`src/rtl/ex_stage_unit.sv`:
```
// Execute stage: one-hot ALU select, flag-based branch resolution and an
// iterative restoring divider for DIV/MOD, all behind a registered result.
module ex_stage_unit #(
  parameter int DATA_W     = 32,
  parameter int DIV_CYCLES = 32
) (
  input  logic              clk,
  input  logic              reset,
  input  logic              in_valid,
  output logic              in_ready,
  input  logic [21:0]       ctrl_in,
  input  logic [DATA_W-1:0] pc_in,
  input  logic [DATA_W-1:0] op_a,
  input  logic [DATA_W-1:0] op_b,
  input  logic [DATA_W-1:0] immx,
  input  logic [DATA_W-1:0] st_data_in,
  input  logic [DATA_W-1:0] br_target,
  output logic              out_valid,
  input  logic              out_ready,
  output logic [DATA_W-1:0] alu_result,
  output logic [DATA_W-1:0] st_data_out,
  output logic [21:0]       ctrl_out,
  output logic              branch_taken,
  output logic [DATA_W-1:0] branch_pc,
  output logic              flag_e,
  output logic              flag_gt,
  output logic              illegal
);

  localparam int CNT_W = $clog2(DIV_CYCLES + 1);
  localparam logic [CNT_W-1:0] DIV_LAST = CNT_W'(DIV_CYCLES);

  typedef enum logic {IDLE, DIV} state_t;
  state_t state_reg, state_next;

  logic is_st, is_ld, is_beq, is_bgt, is_ret, is_imm, is_ubr, is_call;
  logic is_add, is_sub, is_cmp, is_mul, is_div, is_mod;
  logic is_lsl, is_lsr, is_asr, is_or, is_and, is_not, is_mov;

  assign is_st   = ctrl_in[0];
  assign is_ld   = ctrl_in[1];
  assign is_beq  = ctrl_in[2];
  assign is_bgt  = ctrl_in[3];
  assign is_ret  = ctrl_in[4];
  assign is_imm  = ctrl_in[5];
  assign is_ubr  = ctrl_in[7];
  assign is_call = ctrl_in[8];
  assign is_add  = ctrl_in[9];
  assign is_sub  = ctrl_in[10];
  assign is_cmp  = ctrl_in[11];
  assign is_mul  = ctrl_in[12];
  assign is_div  = ctrl_in[13];
  assign is_mod  = ctrl_in[14];
  assign is_lsl  = ctrl_in[15];
  assign is_lsr  = ctrl_in[16];
  assign is_asr  = ctrl_in[17];
  assign is_or   = ctrl_in[18];
  assign is_and  = ctrl_in[19];
  assign is_not  = ctrl_in[20];
  assign is_mov  = ctrl_in[21];

  logic [DATA_W-1:0] b_val;
  logic [4:0]        sh;
  logic [12:0]       alu_sel;
  logic              illegal_now;

  assign b_val   = is_imm ? immx : op_b;
  assign sh      = b_val[4:0];
  assign alu_sel = ctrl_in[21:9];
  // Clearing the lowest set bit leaves something only if two or more were set.
  assign illegal_now = |(alu_sel & (alu_sel - 13'd1));

  logic [DATA_W-1:0] single_res;
  always_comb begin
    single_res = '0;
    if (illegal_now)                single_res = '0;
    else if (is_call)               single_res = pc_in + DATA_W'(4);
    else if (is_add | is_ld | is_st) single_res = op_a + b_val;
    else if (is_sub | is_cmp)       single_res = op_a - b_val;
    else if (is_mul)                single_res = op_a * b_val;
    else if (is_lsl)                single_res = op_a << sh;
    else if (is_lsr)                single_res = op_a >> sh;
    else if (is_asr)                single_res = $unsigned($signed(op_a) >>> sh);
    else if (is_or)                 single_res = op_a | b_val;
    else if (is_and)                single_res = op_a & b_val;
    else if (is_not)                single_res = ~b_val;
    else if (is_mov)                single_res = b_val;
  end

  logic              is_branch, taken_now;
  logic [DATA_W-1:0] bpc_now;

  // Flags are the registered values, so a preceding CMP is already visible.
  assign is_branch = is_beq | is_bgt | is_ubr | is_ret;
  assign taken_now = is_ubr | (is_beq & flag_e) | (is_bgt & flag_gt);
  assign bpc_now   = !is_branch ? '0 : (is_ret ? op_a : br_target);

  logic accept, is_divop, start_div, load_single, div_done;
  logic [CNT_W-1:0] cnt_reg;

  assign accept      = in_valid && in_ready;
  assign is_divop    = (is_div | is_mod) && !illegal_now;
  assign start_div   = accept && is_divop;
  assign load_single = accept && !is_divop;
  assign div_done    = (state_reg == DIV) && (cnt_reg == DIV_LAST);

  always_ff @(posedge clk or posedge reset) begin
    if (reset) state_reg <= IDLE;
    else       state_reg <= state_next;
  end

  always_comb begin
    state_next = state_reg;
    in_ready   = 1'b0;
    case (state_reg)
      IDLE: begin
        in_ready = !out_valid || out_ready;
        if (in_valid && in_ready && is_divop) state_next = DIV;
      end
      DIV: begin
        if (div_done) state_next = IDLE;
      end
      default: state_next = IDLE;
    endcase
  end

  logic [DATA_W-1:0] dividend_reg, rem_reg, quo_reg, dsor_reg;
  logic              a_neg_reg, q_neg_reg, dzero_reg, mod_reg;
  logic [21:0]       ctrl_hold_reg;
  logic [DATA_W-1:0] st_hold_reg, bpc_hold_reg;
  logic              bt_hold_reg;

  logic [DATA_W-1:0] a_mag, b_mag;
  assign a_mag = op_a[DATA_W-1] ? -op_a : op_a;
  assign b_mag = op_b[DATA_W-1] ? -op_b : op_b;

  // One restoring step: shift the next dividend bit in, subtract if it fits.
  logic [DATA_W:0]   rem_sh;
  logic              fits;
  logic [DATA_W-1:0] rem_step, quo_step;
  assign rem_sh   = {rem_reg, quo_reg[DATA_W-1]};
  assign fits     = rem_sh >= {1'b0, dsor_reg};
  assign rem_step = fits ? (rem_sh[DATA_W-1:0] - dsor_reg) : rem_sh[DATA_W-1:0];
  assign quo_step = {quo_reg[DATA_W-2:0], fits};

  logic [DATA_W-1:0] q_signed, r_signed, div_val;
  assign q_signed = q_neg_reg ? -quo_reg : quo_reg;
  assign r_signed = a_neg_reg ? -rem_reg : rem_reg;
  assign div_val  = mod_reg ? (dzero_reg ? dividend_reg : r_signed)
                            : (dzero_reg ? '1 : q_signed);

  always_ff @(posedge clk or posedge reset) begin
    if (reset) begin
      dividend_reg  <= '0;
      rem_reg       <= '0;
      quo_reg       <= '0;
      dsor_reg      <= '0;
      cnt_reg       <= '0;
      a_neg_reg     <= 1'b0;
      q_neg_reg     <= 1'b0;
      dzero_reg     <= 1'b0;
      mod_reg       <= 1'b0;
      ctrl_hold_reg <= '0;
      st_hold_reg   <= '0;
      bpc_hold_reg  <= '0;
      bt_hold_reg   <= 1'b0;
    end else if (start_div) begin
      dividend_reg  <= op_a;
      rem_reg       <= '0;
      quo_reg       <= a_mag;
      dsor_reg      <= b_mag;
      cnt_reg       <= '0;
      a_neg_reg     <= op_a[DATA_W-1];
      q_neg_reg     <= op_a[DATA_W-1] ^ op_b[DATA_W-1];
      dzero_reg     <= (op_b == '0);
      mod_reg       <= is_mod;
      ctrl_hold_reg <= ctrl_in;
      st_hold_reg   <= st_data_in;
      bpc_hold_reg  <= bpc_now;
      bt_hold_reg   <= taken_now;
    end else if ((state_reg == DIV) && (cnt_reg != DIV_LAST)) begin
      rem_reg <= rem_step;
      quo_reg <= quo_step;
      cnt_reg <= cnt_reg + CNT_W'(1);
    end
  end

  always_ff @(posedge clk or posedge reset) begin
    if (reset) begin
      flag_e  <= 1'b0;
      flag_gt <= 1'b0;
    end else if (accept && is_cmp && !illegal_now) begin
      flag_e  <= (op_a == b_val);
      flag_gt <= ($signed(op_a) > $signed(b_val));
    end
  end

  always_ff @(posedge clk or posedge reset) begin
    if (reset) begin
      out_valid    <= 1'b0;
      alu_result   <= '0;
      st_data_out  <= '0;
      ctrl_out     <= '0;
      branch_taken <= 1'b0;
      branch_pc    <= '0;
      illegal      <= 1'b0;
    end else if (load_single) begin
      out_valid    <= 1'b1;
      alu_result   <= single_res;
      st_data_out  <= st_data_in;
      ctrl_out     <= ctrl_in;
      branch_taken <= is_branch & taken_now;
      branch_pc    <= bpc_now;
      illegal      <= illegal_now;
    end else if (div_done) begin
      out_valid    <= 1'b1;
      alu_result   <= div_val;
      st_data_out  <= st_hold_reg;
      ctrl_out     <= ctrl_hold_reg;
      branch_taken <= bt_hold_reg;
      branch_pc    <= bpc_hold_reg;
      illegal      <= 1'b0;
    end else if (out_ready) begin
      out_valid <= 1'b0;
    end
  end

endmodule

```
`config.mk`:
```
export PLATFORM = sky130hd
export DESIGN_NAME = ex_stage_unit
export DESIGN_NICKNAME = d
export VERILOG_FILES = /design/src/rtl/ex_stage_unit.sv
export SDC_FILE = /design/constraint.sdc
export NUM_CORES = 2
export LEC_CHECK = 0
export BUFFER_PORTS_ARGS = -buffer_cell sky130_fd_sc_hd__buf_4
export CAP_MARGIN = 20
export CORE_MARGIN = 4
export CORE_UTILIZATION = 25
export CTS_BUF_LIST = sky130_fd_sc_hd__clkbuf_4 sky130_fd_sc_hd__clkbuf_8
export CTS_CLUSTER_DIAMETER = 150
export DETAILED_ROUTE_END_ITERATION = 12
export PLACE_DENSITY = 0.46
export SYNTH_ARGS = -nofsm -noshare
export SYNTH_HDL_FRONTEND = slang
export SYNTH_SLANG_ARGS = --single-unit
```
`constraint.sdc`:
```
create_clock -name clk -period 14.5 [get_ports clk]
set_clock_uncertainty 0.2 [all_clocks]
set_input_delay 2.9 -clock clk [delete_from_list [all_inputs] [get_ports clk]]
set_output_delay 2.9 -clock clk [all_outputs]
set_load 0.01 [all_outputs]
```
==> impl_results.md <==
* Fillcell total at 19300
* Clock Tree Buf Depth at 3
* Worst-path fanout max at 37
* DRT Wirelength at 238 mm
* Largest net degree at the start of global routing at 196
* Final Slew Violations at 0
* Async S/R FF share, synth at 100%
* CTS Sinks at 347
* Final worst-path cycle share at 79.9%
* Slew HR at 12.3%
* Die X at between 400 and 500 um
* Met2 Use GR at 40.2%
* Clk slew on worst S/H paths at 0.08 ns
* Seq cells post-synth at about 350
* Seq/Total Area, Yosys at 19.3%
* Synthesized area per cell at 8.17 sq um
* Clk_lat worst skew at between 0.7 and 0.8 ns
* Crit path arrival time at about 12 ns
* Fin. Hold Viols at 0
* Clock root cell: clkbuf_8
* DRC at 0
* WP data required at 14.96 ns
* Pwr/cell area at 317 mW/mm^2
* Total negative slack at 0 ns
* Placed instance count at 7947
* Power, Total at roughly 16 mW
* Grt met3 use at 3.88%
* Reg2reg path depth at 14
* First-pass GRT wire length at between 300 and 400 mm
* Area share of the largest cell type after synthesis at approximately a fifth
* Status: complete, no violations
* Post-synth EDFFs at 0
* H-Tree Depth at 2
* Critical path launch point type: input port
* Most common flop cell mapped by yosys: dfrtp_1
* Unrepaired setup endpoints after global routing: false
* Antenna-violating nets left at 0
* Leak at 23.5 nW
* Post-Synthesis Cell Area at roughly 0.045 sq mm
* Synth Instances at 5502
* Worst min path class: reg2reg
* Hold path depth at 2
* NumNets Final at 6542
* Vias in the first global route at 43200
* Gr busiest metal: met2
* Placeable Area at 0.179 sq mm
* Crit end category: flip-flop
* Starting DRT DRC Count at 4735
* Finished Layout Cells at 8069
* Largest area contributor in the netlist: dfrtp_1
* TritonCTS clock tree: built
* Setup Buffers After CTS at 0
* Cts bufs inserted at 60
* Placer Congestion at 1.01
* Met1 GRT Util at 31.1%
* Final setup violation count at 0
* Yosys warns at 0
* MaxCap Viol Count at 0
* Minimum clock period at 11.58 ns
* Worst setup path class: in2reg
* Worst slew pin tran at around 1.3 ns
* Top post-synthesis cells by area: dfrtp_1 19%, fa_1 18%, nand2_1 7.4%, ha_1 7.2%, nor2_1 4.6%
* Net Count, Synth at 6390
* # rows at 155
* # IOs at about 340
* Final Instance Area at 0.0516 sq mm
* Antenna violations before repair at 27
* Drt via density at between 5 and 6
* Port Buffer Count at approximately 340
* R2r startpoint: quo_reg[31]
* Worst vdd ir at 0.699 mV
* Initial Util at 25.2%
* Total number of vias at 43300
* GRT Total Usage at 24.8%
* Grt total ovfl at 0
* Hold EP: bpc_hold_reg[13]
* Per-cell routed wire length at a little under 30 um
* Post-cts resize count at 0
* Hold Path Origin: bpc_hold_reg[13]
* DR pass1 iterations at 8
* FF-to-FF setup slack at 10.21 ns
* Worst R2R End: rem_reg[30]
* Die H at roughly 430 um
* Cts hold-fix bufs at 0
* Cell variety after synth at 97
* Die area at 0.187 sq mm
* HPWL Detailed at 180 mm
* Syn-to-layout area delta at 14.8%
* Post-DP Area at between 0.05 and 0.06 sq mm
* Share of layout cells above drive strength 1 at 13.3%
* F_max at 86.4 MHz
## cell usage after synthesis (all sizes together) (35+ instances only)
library cell,instances
nand2,885
nor2,556
inv,529
fa,411
dfrtp,347
o21ai,314
clkbuf,284
a21oi,275
ha,259
mux2i,186
xnor2,170
xor2,104
buf,95
a22oi,83
nand3,77
o31ai,66
nor3,62
mux2,55
o211ai,49
a31oi,45
a21o,40
a221oi,40
a221o,39
a211oi,35
nand2b,35
or3,35
## critical path, cell delays in order
cell and delay (ns):
buf_4 0.63, mux2i_4 0.76, buf_4 0.42, nor2_1 0.11, fa_1 0.58, fa_1 0.44
fa_1 0.51, inv_1 0.06, fa_1 0.53, inv_1 0.05, ha_1 0.27, ha_1 0.29
fa_1 0.50, fa_1 0.42, ha_1 0.30, inv_1 0.08, o31ai_1 0.31, a31o_2 0.20
o21ai_0 0.09, o21ai_0 0.33, a31oi_1 0.16, xnor2_1 0.69, a221oi_1 0.29, a2111oi_0 0.68
buf_2 0.27, o22a_1 0.12
## worst max path at each step
stage,slack [ns],depth (start not counted),endpoint,start
3_3_place_gp,1.82,25,alu_result[20],ctrl_in[5]
6_report,2.92,26,alu_result[20],ctrl_in[5]
4_1_cts,3.07,26,alu_result[20],ctrl_in[5]
3_5_place_dp,2.32,26,alu_result[20],ctrl_in[5]
5_1_grt,2.78,26,alu_result[20],ctrl_in[5]
2_1_floorplan,1.78,1,alu_result[0],reset
## where the power goes
part / total [mW] / switching [mW] / internal, mW
Combinational: 14.2 / 8.84 / 5.32
Clock: 1.14 / 0.485 / 0.659
Sequential: 1.07 / 0.0497 / 1.02
## stage by stage
step                utilization, %  setup WS (ns)  hold slack (ns)
global route                  28.9           2.78            0.283
detailed placement            28.1           2.32            0.255
floorplan                        -           1.78            0.239
finish                        28.9           2.92            0.268
global placement              28.0           1.82            0.248
CTS                           28.9           3.07            0.270
## kinds of logic after synthesis
group,Yosys count,share of synthesized area (%)
mux,270,7.10
flops,347,19.3
simple gates,1820,17.2
fa+ha+maj,671,25.5
compound gates,1200,17.5
xor+xnor,275,5.39
buf+inv,919,8.00
## cell type report
class	instances	area [sq um]	share of cell area [%]
multi-input combinational	4236	32900	63.7
sequential	347	8680	16.8
timing repair buffer	469	3570	6.92
tap	2355	2950	5.71
inverter	540	2040	3.95
clock buffer	88	1120	2.16
clock inverter	24	374	0.724
antenna	10	25.0	0.0485
## per-layer routing
metal	vias to the layer above	share of wire [%]
li1	18900	-
met4	12	7.3
met5	-	0.029
met1	21800	40
met3	559	7.2
met2	2083	46
## cell usage in the layout, fill, tap and decap left out, types with 29 or more instances in the layout
master    instances
mux2i_1         163
nor2_1          553
a21oi_1         274
inv_1           523
a211oi_1         35
xor2_1          104
a22oi_1          82
nor3_1           57
nand2_1         883
fa_1            411
xnor2_1         170
or3_1            34
a31oi_1          44
a221o_1          39
o211ai_1         49
o31ai_1          64
nand2b_1         35
buf_4           463
a21o_1           40
clkbuf_8         73
ha_1            259
nand3_1          76
mux4_2           29
dfrtp_1         346
a221oi_1         39
mux2_2           54
o21ai_0         301
Note: power is estimated with default switching activity, not from simulation.
